**src/rtl/inst_issue_queue_pkg.sv**
```systemverilog
// Shared types for the dual-write/dual-read instruction issue queue.
// Queue entry layout and the two-state flush/delay-slot FSM encoding.
package inst_issue_queue_pkg;

    typedef struct packed {
        logic [31:0] inst;
        logic [31:0] pc;
        logic        excp;
    } iq_entry_t;

    typedef logic [0:0] iq_state_t;

    localparam iq_state_t IqRun    = 1'b0;
    localparam iq_state_t IqWaitDs = 1'b1;

endpackage

```
**src/rtl/inst_issue_queue_regfile.sv**
```systemverilog
// Entry storage for the issue queue: two write ports, two asynchronous read ports.
// Storage is intentionally not reset; the top masks fields of invalid slots.
module inst_issue_queue_regfile
    import inst_issue_queue_pkg::*;
#(
    parameter int unsigned DEPTH = 16,
    parameter int unsigned PTR_W = 4
) (
    input  logic             clk_i,
    input  logic             we0_i,
    input  logic [PTR_W-1:0] waddr0_i,
    input  iq_entry_t        wdata0_i,
    input  logic             we1_i,
    input  logic [PTR_W-1:0] waddr1_i,
    input  iq_entry_t        wdata1_i,
    input  logic [PTR_W-1:0] raddr0_i,
    input  logic [PTR_W-1:0] raddr1_i,
    output iq_entry_t        rdata0_o,
    output iq_entry_t        rdata1_o
);

    iq_entry_t mem_q [DEPTH];

    always_ff @(posedge clk_i) begin
        if (we0_i) begin
            mem_q[waddr0_i] <= wdata0_i;
        end
        if (we1_i) begin
            mem_q[waddr1_i] <= wdata1_i;
        end
    end

    assign rdata0_o = mem_q[raddr0_i];
    assign rdata1_o = mem_q[raddr1_i];

endmodule

```
**src/rtl/inst_issue_queue.sv**
```systemverilog
// Dual-write/dual-read instruction queue between fetch and dual-issue decode, with branch flush
// and delay-slot retention. Define INST_ISSUE_QUEUE_STATS_EN to add the perf counter outputs.
module inst_issue_queue
    import inst_issue_queue_pkg::*;
#(
    parameter int unsigned DEPTH = 16,
    localparam int unsigned PTR_W = $clog2(DEPTH)
) (
    input  logic             clk_i,
    input  logic             rst_i,
    input  logic [1:0]       in_valid_i,
    input  logic [31:0]      in_inst0_i,
    input  logic [31:0]      in_inst1_i,
    input  logic [31:0]      in_pc0_i,
    input  logic [31:0]      in_pc1_i,
    input  logic             in_excp0_i,
    input  logic             in_excp1_i,
    output logic             in_ready_o,
    input  logic             pop_master_i,
    input  logic             pop_slave_i,
    input  logic             flush_i,
    input  logic             flush_keep_ds_i,
    output logic             out0_valid_o,
    output logic [31:0]      out0_inst_o,
    output logic [31:0]      out0_pc_o,
    output logic             out0_excp_o,
    output logic             out1_valid_o,
    output logic [31:0]      out1_inst_o,
    output logic [31:0]      out1_pc_o,
    output logic             out1_excp_o,
    output logic             fifo_empty_o,
    output logic             fifo_almost_empty_o,
    output logic [PTR_W:0]   count_o
`ifdef INST_ISSUE_QUEUE_STATS_EN
    ,
    output logic [31:0]      perf_empty_cycles_o,
    output logic [31:0]      perf_dual_pops_o
`endif
);

    localparam int unsigned CNT_W = PTR_W + 1;
    localparam logic [CNT_W-1:0] ReadyMax = CNT_W'(DEPTH - 2);

    logic [PTR_W-1:0] rd_ptr_q, rd_ptr_d, wr_ptr_q, wr_ptr_d;
    logic [CNT_W-1:0] count_q, count_d;
    iq_state_t        state_q, state_d;

    logic             push_acc, push_two;
    logic [1:0]       push_n, pop_n;
    logic             pop_m, pop_s;
    logic [PTR_W-1:0] rd_adv;
    logic             we0, we1;
    iq_entry_t        wdata0, wdata1, rdata0, rdata1;

    assign wdata0 = '{inst: in_inst0_i, pc: in_pc0_i, excp: in_excp0_i};
    assign wdata1 = '{inst: in_inst1_i, pc: in_pc1_i, excp: in_excp1_i};

    // Push/pop clamping; 2'b10 is an illegal fetch pattern and is ignored.
    always_comb begin
        in_ready_o = (count_q <= ReadyMax);
        push_acc   = in_ready_o && (in_valid_i == 2'b01 || in_valid_i == 2'b11);
        push_two   = in_ready_o && (in_valid_i == 2'b11);
        push_n     = {push_two, push_acc && !push_two};
        pop_m      = pop_master_i && (count_q != '0);
        pop_s      = pop_slave_i && pop_master_i && (count_q >= CNT_W'(2));
        pop_n      = {1'b0, pop_m} + {1'b0, pop_s};
        rd_adv     = rd_ptr_q + PTR_W'(pop_n);
    end

    always_comb begin
        rd_ptr_d = rd_ptr_q;
        wr_ptr_d = wr_ptr_q;
        count_d  = count_q;
        state_d  = state_q;
        we0      = 1'b0;
        we1      = 1'b0;
        if (flush_i && !flush_keep_ds_i) begin
            rd_ptr_d = '0;
            wr_ptr_d = '0;
            count_d  = '0;
            state_d  = IqRun;
        end else if (flush_i) begin
            // Survivor (if any) stays in place at rd_ptr+pop_n; when nothing survives,
            // rd_adv equals wr_ptr so a delay slot arriving now or later lands there.
            rd_ptr_d = rd_adv;
            state_d  = IqRun;
            if (count_q > CNT_W'(pop_n)) begin
                wr_ptr_d = rd_adv + PTR_W'(1);
                count_d  = CNT_W'(1);
            end else if (push_acc) begin
                we0      = 1'b1;
                wr_ptr_d = wr_ptr_q + PTR_W'(1);
                count_d  = CNT_W'(1);
            end else begin
                count_d  = '0;
                state_d  = IqWaitDs;
            end
        end else if (state_q == IqWaitDs) begin
            if (push_acc) begin
                we0      = 1'b1;
                wr_ptr_d = wr_ptr_q + PTR_W'(1);
                count_d  = CNT_W'(1);
                state_d  = IqRun;
            end
        end else begin
            rd_ptr_d = rd_adv;
            we0      = push_acc;
            we1      = push_two;
            wr_ptr_d = wr_ptr_q + PTR_W'(push_n);
            count_d  = count_q + CNT_W'(push_n) - CNT_W'(pop_n);
        end
    end

    always_ff @(posedge clk_i or posedge rst_i) begin
        if (rst_i) begin
            rd_ptr_q <= '0;
            wr_ptr_q <= '0;
            count_q  <= '0;
            state_q  <= IqRun;
        end else begin
            rd_ptr_q <= rd_ptr_d;
            wr_ptr_q <= wr_ptr_d;
            count_q  <= count_d;
            state_q  <= state_d;
        end
    end

    inst_issue_queue_regfile #(
        .DEPTH (DEPTH),
        .PTR_W (PTR_W)
    ) u_regfile (
        .clk_i    (clk_i),
        .we0_i    (we0),
        .waddr0_i (wr_ptr_q),
        .wdata0_i (wdata0),
        .we1_i    (we1),
        .waddr1_i (wr_ptr_q + PTR_W'(1)),
        .wdata1_i (wdata1),
        .raddr0_i (rd_ptr_q),
        .raddr1_i (rd_ptr_q + PTR_W'(1)),
        .rdata0_o (rdata0),
        .rdata1_o (rdata1)
    );

    always_comb begin
        out0_valid_o        = (count_q != '0);
        out1_valid_o        = (count_q >= CNT_W'(2));
        out0_inst_o         = out0_valid_o ? rdata0.inst : '0;
        out0_pc_o           = out0_valid_o ? rdata0.pc   : '0;
        out0_excp_o         = out0_valid_o && rdata0.excp;
        out1_inst_o         = out1_valid_o ? rdata1.inst : '0;
        out1_pc_o           = out1_valid_o ? rdata1.pc   : '0;
        out1_excp_o         = out1_valid_o && rdata1.excp;
        fifo_empty_o        = (count_q == '0);
        fifo_almost_empty_o = (count_q == CNT_W'(1));
        count_o             = count_q;
    end

    illegal_pop_a: assert property (@(posedge clk_i) disable iff (rst_i)
        !((pop_master_i && count_q == '0) ||
          (pop_slave_i && !(pop_master_i && count_q >= CNT_W'(2)))))
        else $warning("inst_issue_queue: illegal pop request clamped");

`ifdef INST_ISSUE_QUEUE_STATS_EN
    logic [31:0] perf_empty_q, perf_dual_q;

    always_ff @(posedge clk_i or posedge rst_i) begin
        if (rst_i) begin
            perf_empty_q <= '0;
            perf_dual_q  <= '0;
        end else begin
            if (count_q == '0 && state_q == IqRun && perf_empty_q != '1) begin
                perf_empty_q <= perf_empty_q + 32'd1;
            end
            if (pop_n == 2'd2 && perf_dual_q != '1) begin
                perf_dual_q <= perf_dual_q + 32'd1;
            end
        end
    end

    assign perf_empty_cycles_o = perf_empty_q;
    assign perf_dual_pops_o    = perf_dual_q;
`else
    // Statistics counters are not built in this configuration.
`endif

endmodule

```
**config.mk**
```make
export PLATFORM = sky130hd
export DESIGN_NAME = inst_issue_queue
export DESIGN_NICKNAME = d
export VERILOG_FILES = /design/src/rtl/inst_issue_queue_pkg.sv /design/src/rtl/inst_issue_queue_regfile.sv /design/src/rtl/inst_issue_queue.sv
export SDC_FILE = /design/constraint.sdc
export NUM_CORES = 2
export LEC_CHECK = 0
export BUFFER_PORTS_ARGS = -buffer_cell sky130_fd_sc_hd__buf_2
export CORE_MARGIN = 2
export CORE_UTILIZATION = 57
export CTS_BUF_LIST = sky130_fd_sc_hd__clkbuf_4 sky130_fd_sc_hd__clkbuf_8 sky130_fd_sc_hd__clkbuf_16
export CTS_CLUSTER_SIZE = 24
export DETAILED_ROUTE_END_ITERATION = 10
export MAX_ROUTING_LAYER = met4
export PLACE_DENSITY = 0.78
export SYNTH_ARGS = -nofsm -noshare
export SYNTH_HDL_FRONTEND = slang
export SYNTH_SLANG_ARGS = --single-unit
```
**constraint.sdc**
```tcl
create_clock -name clk_i -period 7.9 [get_ports clk_i]
set_clock_uncertainty 0.05 [all_clocks]
set_input_delay 0.395 -clock clk_i [delete_from_list [all_inputs] [get_ports clk_i]]
set_output_delay 0.395 -clock clk_i [all_outputs]
set_load 0.05 [all_outputs]
```
* Word-level counts from Yosys, hierarchy flattened *
Memories as Yosys holds them, arrays and structs flattened.
Index checks and enable logic that the tools add are counted.

word-level totals
  register bits after elaboration = 14
  output and inout port bits = 140
  memories = 1
  memory bits (writable) = 1040
  logic and storage cells = 70
  bits of input ports = 138

operators by class
  eq/ne operators = 5
  add/sub/neg operators = 8
  magnitude comparators = 3
  reductions and logical operators = 14
  multiplexer cells = 35

memories
  name             depth  width  rd ports  clocked after memory_dff  wr ports  line                            source
  u_regfile.mem_q  16     65     2         0                         2         inst_issue_queue_regfile.sv:22  iq_entry_t mem_q [DEPTH];

operators by type and width
  operator                                               count
  2-to-1 mux 32 bit                                      4
  2-to-1 mux 4 bit                                       8
  2-to-1 mux 5 bit                                       4
  2-to-1 mux 1 bit                                       19
  adder 4 x 1 -> 4 bit, second input constant            3
  logical AND 1 bit                                      9
  adder 4 x 2 -> 4 bit                                   2
  adder 5 x 2 -> 5 bit                                   1
  equality test 5 x 1 -> 1 bit, second input constant    1
  >= comparator 5 x 2 -> 1 bit, second input constant    1
  > comparator 5 x 2 -> 1 bit                            1
  <= comparator 5 x 4 -> 1 bit, second input constant    1
  zero test 5 bit                                        1
  nonzero test 5 bit                                     1
  subtractor 5 x 2 -> 5 bit                              1
  inequality test 4 x 2 -> 1 bit, second input constant  1
  inequality test 3 x 2 -> 1 bit, second input constant  1
  adder 1 x 1 -> 2 bit                                   1
  equality test 2 x 1 -> 1 bit, second input constant    1
  equality test 2 bit, second input constant             1
  zero test 1 bit                                        2
  logical OR 1 bit                                       1

* Longest topological paths before layout *
  depth after elaboration = 9
  mapped depth = 17
  gate-level depth less buffers = 16

* Hierarchy *
A second synthesis with hierarchy kept.

second synthesis, totals
  cells, all modules = 3764
  area, all modules = 62102.1 µm²

modules (own cells, without submodules)
  module                    instances  seq. area each (µm²)  area an instance (µm²)  cells an instance
  inst_issue_queue_regfile  1          31230.0               59762.3                 3460
  inst_issue_queue          1          350.3                 2339.7                  304

* Worst setup path after synthesis *
Ideal clock, no wire load.

  path kind = flip-flop to flip-flop
  start point = reg count_q[3] (netlist: count_o[3])
  end point = mem u_regfile.mem_q[10][0] in the netlist's numbering (enable)
  required time = 7.265 ns
  cell stages (with the launch flop) = 13
  period minus slack after synthesis = 8.979 ns
  arrival = 8.345 ns
  path buffers = 0
  library setup time = 0.585 ns
  slack = -1.079 ns
  cell sequence = dfrtp_1 > inv_1 > ha_1 > nand4_1 > inv_1 > nor2b_1 > ha_1 > ha_1 > and4b_1 > nand2_1 > o211a_1 > or3_1 > o31ai_1

RTL lines
  what                      line                            source
  start: declaration        inst_issue_queue.sv:45          logic [CNT_W-1:0] count_q, count_d;
  start signal: assignment  inst_issue_queue.sv:123         count_q <= count_d;
  end: declaration          inst_issue_queue_regfile.sv:22

* Worst setup path after layout *
  start point = reg rd_ptr_q[1]
  end point = out out1_inst_o[24]

between the ends
  word-level cells in the longest chain between the ends = 3

ends and longest elaborated chain
  what                       line                     source
  start: declaration         inst_issue_queue.sv:44   logic [PTR_W-1:0] rd_ptr_q, rd_ptr_d, wr_ptr_q, wr_ptr_d;
  start signal: assignment   inst_issue_queue.sv:121  rd_ptr_q <= rd_ptr_d;
  adder 4 x 1 -> 4 bit       inst_issue_queue.sv:140  .raddr1_i (rd_ptr_q + PTR_W'(1)),
  memory read (16 x 65 bit)  --
  2-to-1 mux 32 bit          inst_issue_queue.sv:151  out1_inst_o = out1_valid_o ? rdata1.inst : '0;
  end: declaration           inst_issue_queue.sv:28   output logic [31:0] out1_inst_o,

No other way between the ends.

==> reports/results.md <==
| Metric | Reported | Unit |
|---|---|---|
| Outcome | finished clean | - |
| Placeable core area | 0.107 | sq mm |
| EDFF count, synth | 1040 | - |
| Leading cell types in the layout, fill and taps excluded | edfxtp_1, mux2_2, mux4_2 | - |
| Total power of the final layout | 0.0230 | W |
| Peak supply drop | 489 | uV |
| Overall Global Routing Usage | 32.8 | % |
| Total CTS buffers | 114 | - |
| Starting density of the core | 57.6 | % |
| Setup TNS after final layout | 0 | ns |
| Maximum buffer depth of the clock tree | 3 | - |
| Number of endpoints failing setup at the final stage | 0 | - |
| Transition time of the tightest slew-check pin | 1.25 | ns |
| Crit path capture type | output pin | - |
| CP most frequent cell | buf_4 | - |
| H-tree depth reported by CTS | 3 | - |
| I/O pin count | 278 | - |
| DIE AREA | 0.111 | sq mm |
| Worst-case hold slack | 0.144 | ns |
| Final Hold Viols | 0 | - |
| Number of max-cap violations | 0 | - |
| Number of antenna violations at the first check in global routing | 31 | - |
| Share of synthesized area occupied by flip-flops and latches | 51.1 | % |
| Critical path start-end classification | flop to output pin | - |
| Filler cell count in the final layout | 7617 | - |
| Commonest non-fill, non-tap cell in the layout | edfxtp_1 | - |
| DRC viols | 0 | - |
| Die outline height | 333 | um |
| Required time of the worst setup path | 7.46 | ns |
| Later-pin clock latency in the skew report | 0.72 | ns |
| Max_slew headroom | 16.5 | % |
| P&R area growth vs syn | 9.52 | % |
| Number of synthesized register bits | 1054 | - |
| WP data arrival | 5.10 | ns |
| First-pass GRT wire length | 260000 | um |
| Part of the cycle the worst path needs | 70.2 | % |
| Worst-path fanout max | 44 | - |
| Average wire per standard cell | 34.1 | um |
| CP Launch Type | flop | - |
| Buffers inserted by post-CTS timing repair | 0 | - |
| Worst-path cell chain | ha_4 -> buf_4 -> buf_4 -> mux4_2 -> mux2i_1 -> o22ai_1 -> buf_2 | - |
| Clock-pin slew on the worst setup and hold paths | 0.06 | ns |
| Avg Inst Size Synth | 17.0 | sq um |
| Leakage power | 21.4 | nW |
| Count of final max-slew check failures | 0 | - |
| Synthesized cell area | 0.0619 | sq mm |
| Ys async rst share | 1.33 | % |
| Syn Inst Count | 3638 | - |
| Maximum number of pins on one net before global-route repair | 155 | - |
| Count of cells resized by post-cts repair | 0 | - |
| CP max stage cell | dfrtp_4 | - |
| Synth Net Count | 3805 | - |
| Clock Sinks | 1054 | - |
| Final Util | 63.1 | % |
| Detailed Routing Iterations Pass 1 | 5 | - |
| Final wirelength | 178000 | um |
| Total instance count after detailed placement | 4957 | - |
| Type of the worst min-delay path | input port to flop | - |
| Horizontal die dimension | 333 | um |
| Placement Rows | 120 | - |
| Slowest cell delay on critical path | 1.07 | ns |
| Count of distinct cell types in the synthesized netlist | 55 | - |
| CTS Root Buffer Type | clkbuf_16 | - |
| Peak Freq | 180 | MHz |
| Clock period minus final worst setup slack | 5.54 | ns |
| Number of I/O port buffers | 277 | - |
| Number of standard cells in the final layout excluding fillers | 5199 | - |
| Share of cells above drive strength 1 | 55.8 | % |
| HPWL after detailed placement | 99700 | um |
| Remaining global-route overflow | 0 | - |
| Number of vias per cell | 7.25 | - |
| Vias in the first global route | 38244 | - |
| Number of nets in the final layout | 3840 | - |
| Synthesis Warnings | 0 | - |
| Most instantiated flip-flop cell in the synthesis netlist | edfxtp_1 | - |
| Routability congestion estimate from global placement | 0.860 | - |
| RSZ-0062 raised after global routing | no | - |
| Via Count | 37704 | - |
| CTS tree | built | - |
| Number of DRC markers after the initial detailed-route iteration | 4324 | - |
| Antenna-violating nets left | 0 | - |
| Cell area power density | 339 | mW/mm^2 |
per-stage QoR:
| step | instance area, sq um | setup WS (ns) |
|---|---|---|
| floorplan | 61900 | -1.08 |
| global placement | 63900 | 2.68 |
| detailed placement | 63900 | 2.66 |
| CTS | 67700 | 2.35 |
| global route | 67700 | 2.16 |
| finish | 67700 | 2.36 |
Yosys cell counts (all sizes together), types with 3 or more instances:
cell type,number,area share [%]
a21o,9,0.11
a21oi,6,0.049
a221oi,3,0.042
a31o,5,0.071
a31oi,4,0.040
and2,3,0.030
and3,3,0.030
buf,180,1.7
clkbuf,243,1.5
dfrtp,14,0.57
edfxtp,1040,50
fa,4,0.13
ha,25,0.51
inv,26,0.16
mux2,1040,19
mux2i,261,4.2
mux4,520,19
nand2,21,0.13
nand2b,5,0.051
nand3,9,0.073
nor2,25,0.15
nor2b,4,0.040
o21ai,13,0.11
o22ai,131,1.3
o31ai,3,0.036
or3,4,0.040
xnor2,8,0.11
xor2,5,0.071
what timing repair did:
| item | 4_1_cts | 5_1_grt |
|---|---|---|
| endpoints found under the setup margin | 0 | 0 |
| endpoints found under the hold margin | 19 | 0 |
| hold buffers | 3 | 0 |
path summary, 6_finish.rpt:
kind	startpoint	to	slack, ns	cells after the start
setup / recovery	rd_ptr_q[1]$_DFFE_PP0P_	out1_inst_o[24]	2.36	7
hold / removal	in_inst1_i[28]	u_regfile.mem_q[15][61]$_DFFE_PP_	0.14	2
setup reg to reg	count_o[4]$_DFFE_PP0P_	u_regfile.mem_q[13][37]$_DFFE_PP_	2.57	14
hold reg to reg	count_o[1]$_DFFE_PP0P_	count_o[1]$_DFFE_PP0P_	0.61	2
max in group asynchronous	rst_i	rd_ptr_q[0]$_DFFE_PP0P_	6.95	3
min in group asynchronous	rst_i	count_o[0]$_DFFE_PP0P_	0.34	3
area by class of cell:
cell class                      count  area [sq um]  area share (%)
Inverter                           27           101           0.150
Multi-Input combinational cell   2134         28500            42.1
Clock buffer                      137          3080            4.54
Clock inverter                     76           648           0.957
Antenna cell                       26          65.1          0.0961
Sequential cell                  1054         31600            46.6
Tap cell                         1403          1760            2.59
Timing Repair Buffer              342          1970            2.91
worst max-delay path: cells and delay by family (launching register included):
kind / cells / cell delay, ns
buffers and inverters: 3 / 1.69
adder cells (fa/ha/maj): 1 / 0.57
multiplexers: 2 / 0.40
AO/OA/AOI/OAI: 1 / 0.53
flip-flops: 1 / 1.07
registers in the layout, summed over array words and instances, names as in the netlist:
name             flops
wr_ptr_q             4
state_q              1
count_o              5
u_regfile.mem_q   1040
rd_ptr_q             4
per-layer routing:
layer	global-route usage, %	up-vias	routed length [um]
li1	-	15148	-
met1	44.3	19951	68600
met2	50.3	2274	85000
met3	6.90	331	19000
met4	10.3	0	4910
met5	-	-	0
power by group:
part / internal [W] / switching, W / total [W] / leakage [nW]
Sequential: 0.00660 / 0.000324 / 0.00692 / 9.55
Clock: 0.00309 / 0.00229 / 0.00538 / 1.85
Combinational: 0.00399 / 0.00670 / 0.0107 / 9.98
cell families after synthesis:
group,after synthesis,share of synthesized area (%)
compound gates,186,1.97
flops,1054,51.1
mux,1821,42.1
buf+inv,450,3.39
fa+ha+maj,29,0.635
simple gates,85,0.670
xor+xnor,13,0.184
Power figures use the tool's default switching activity.
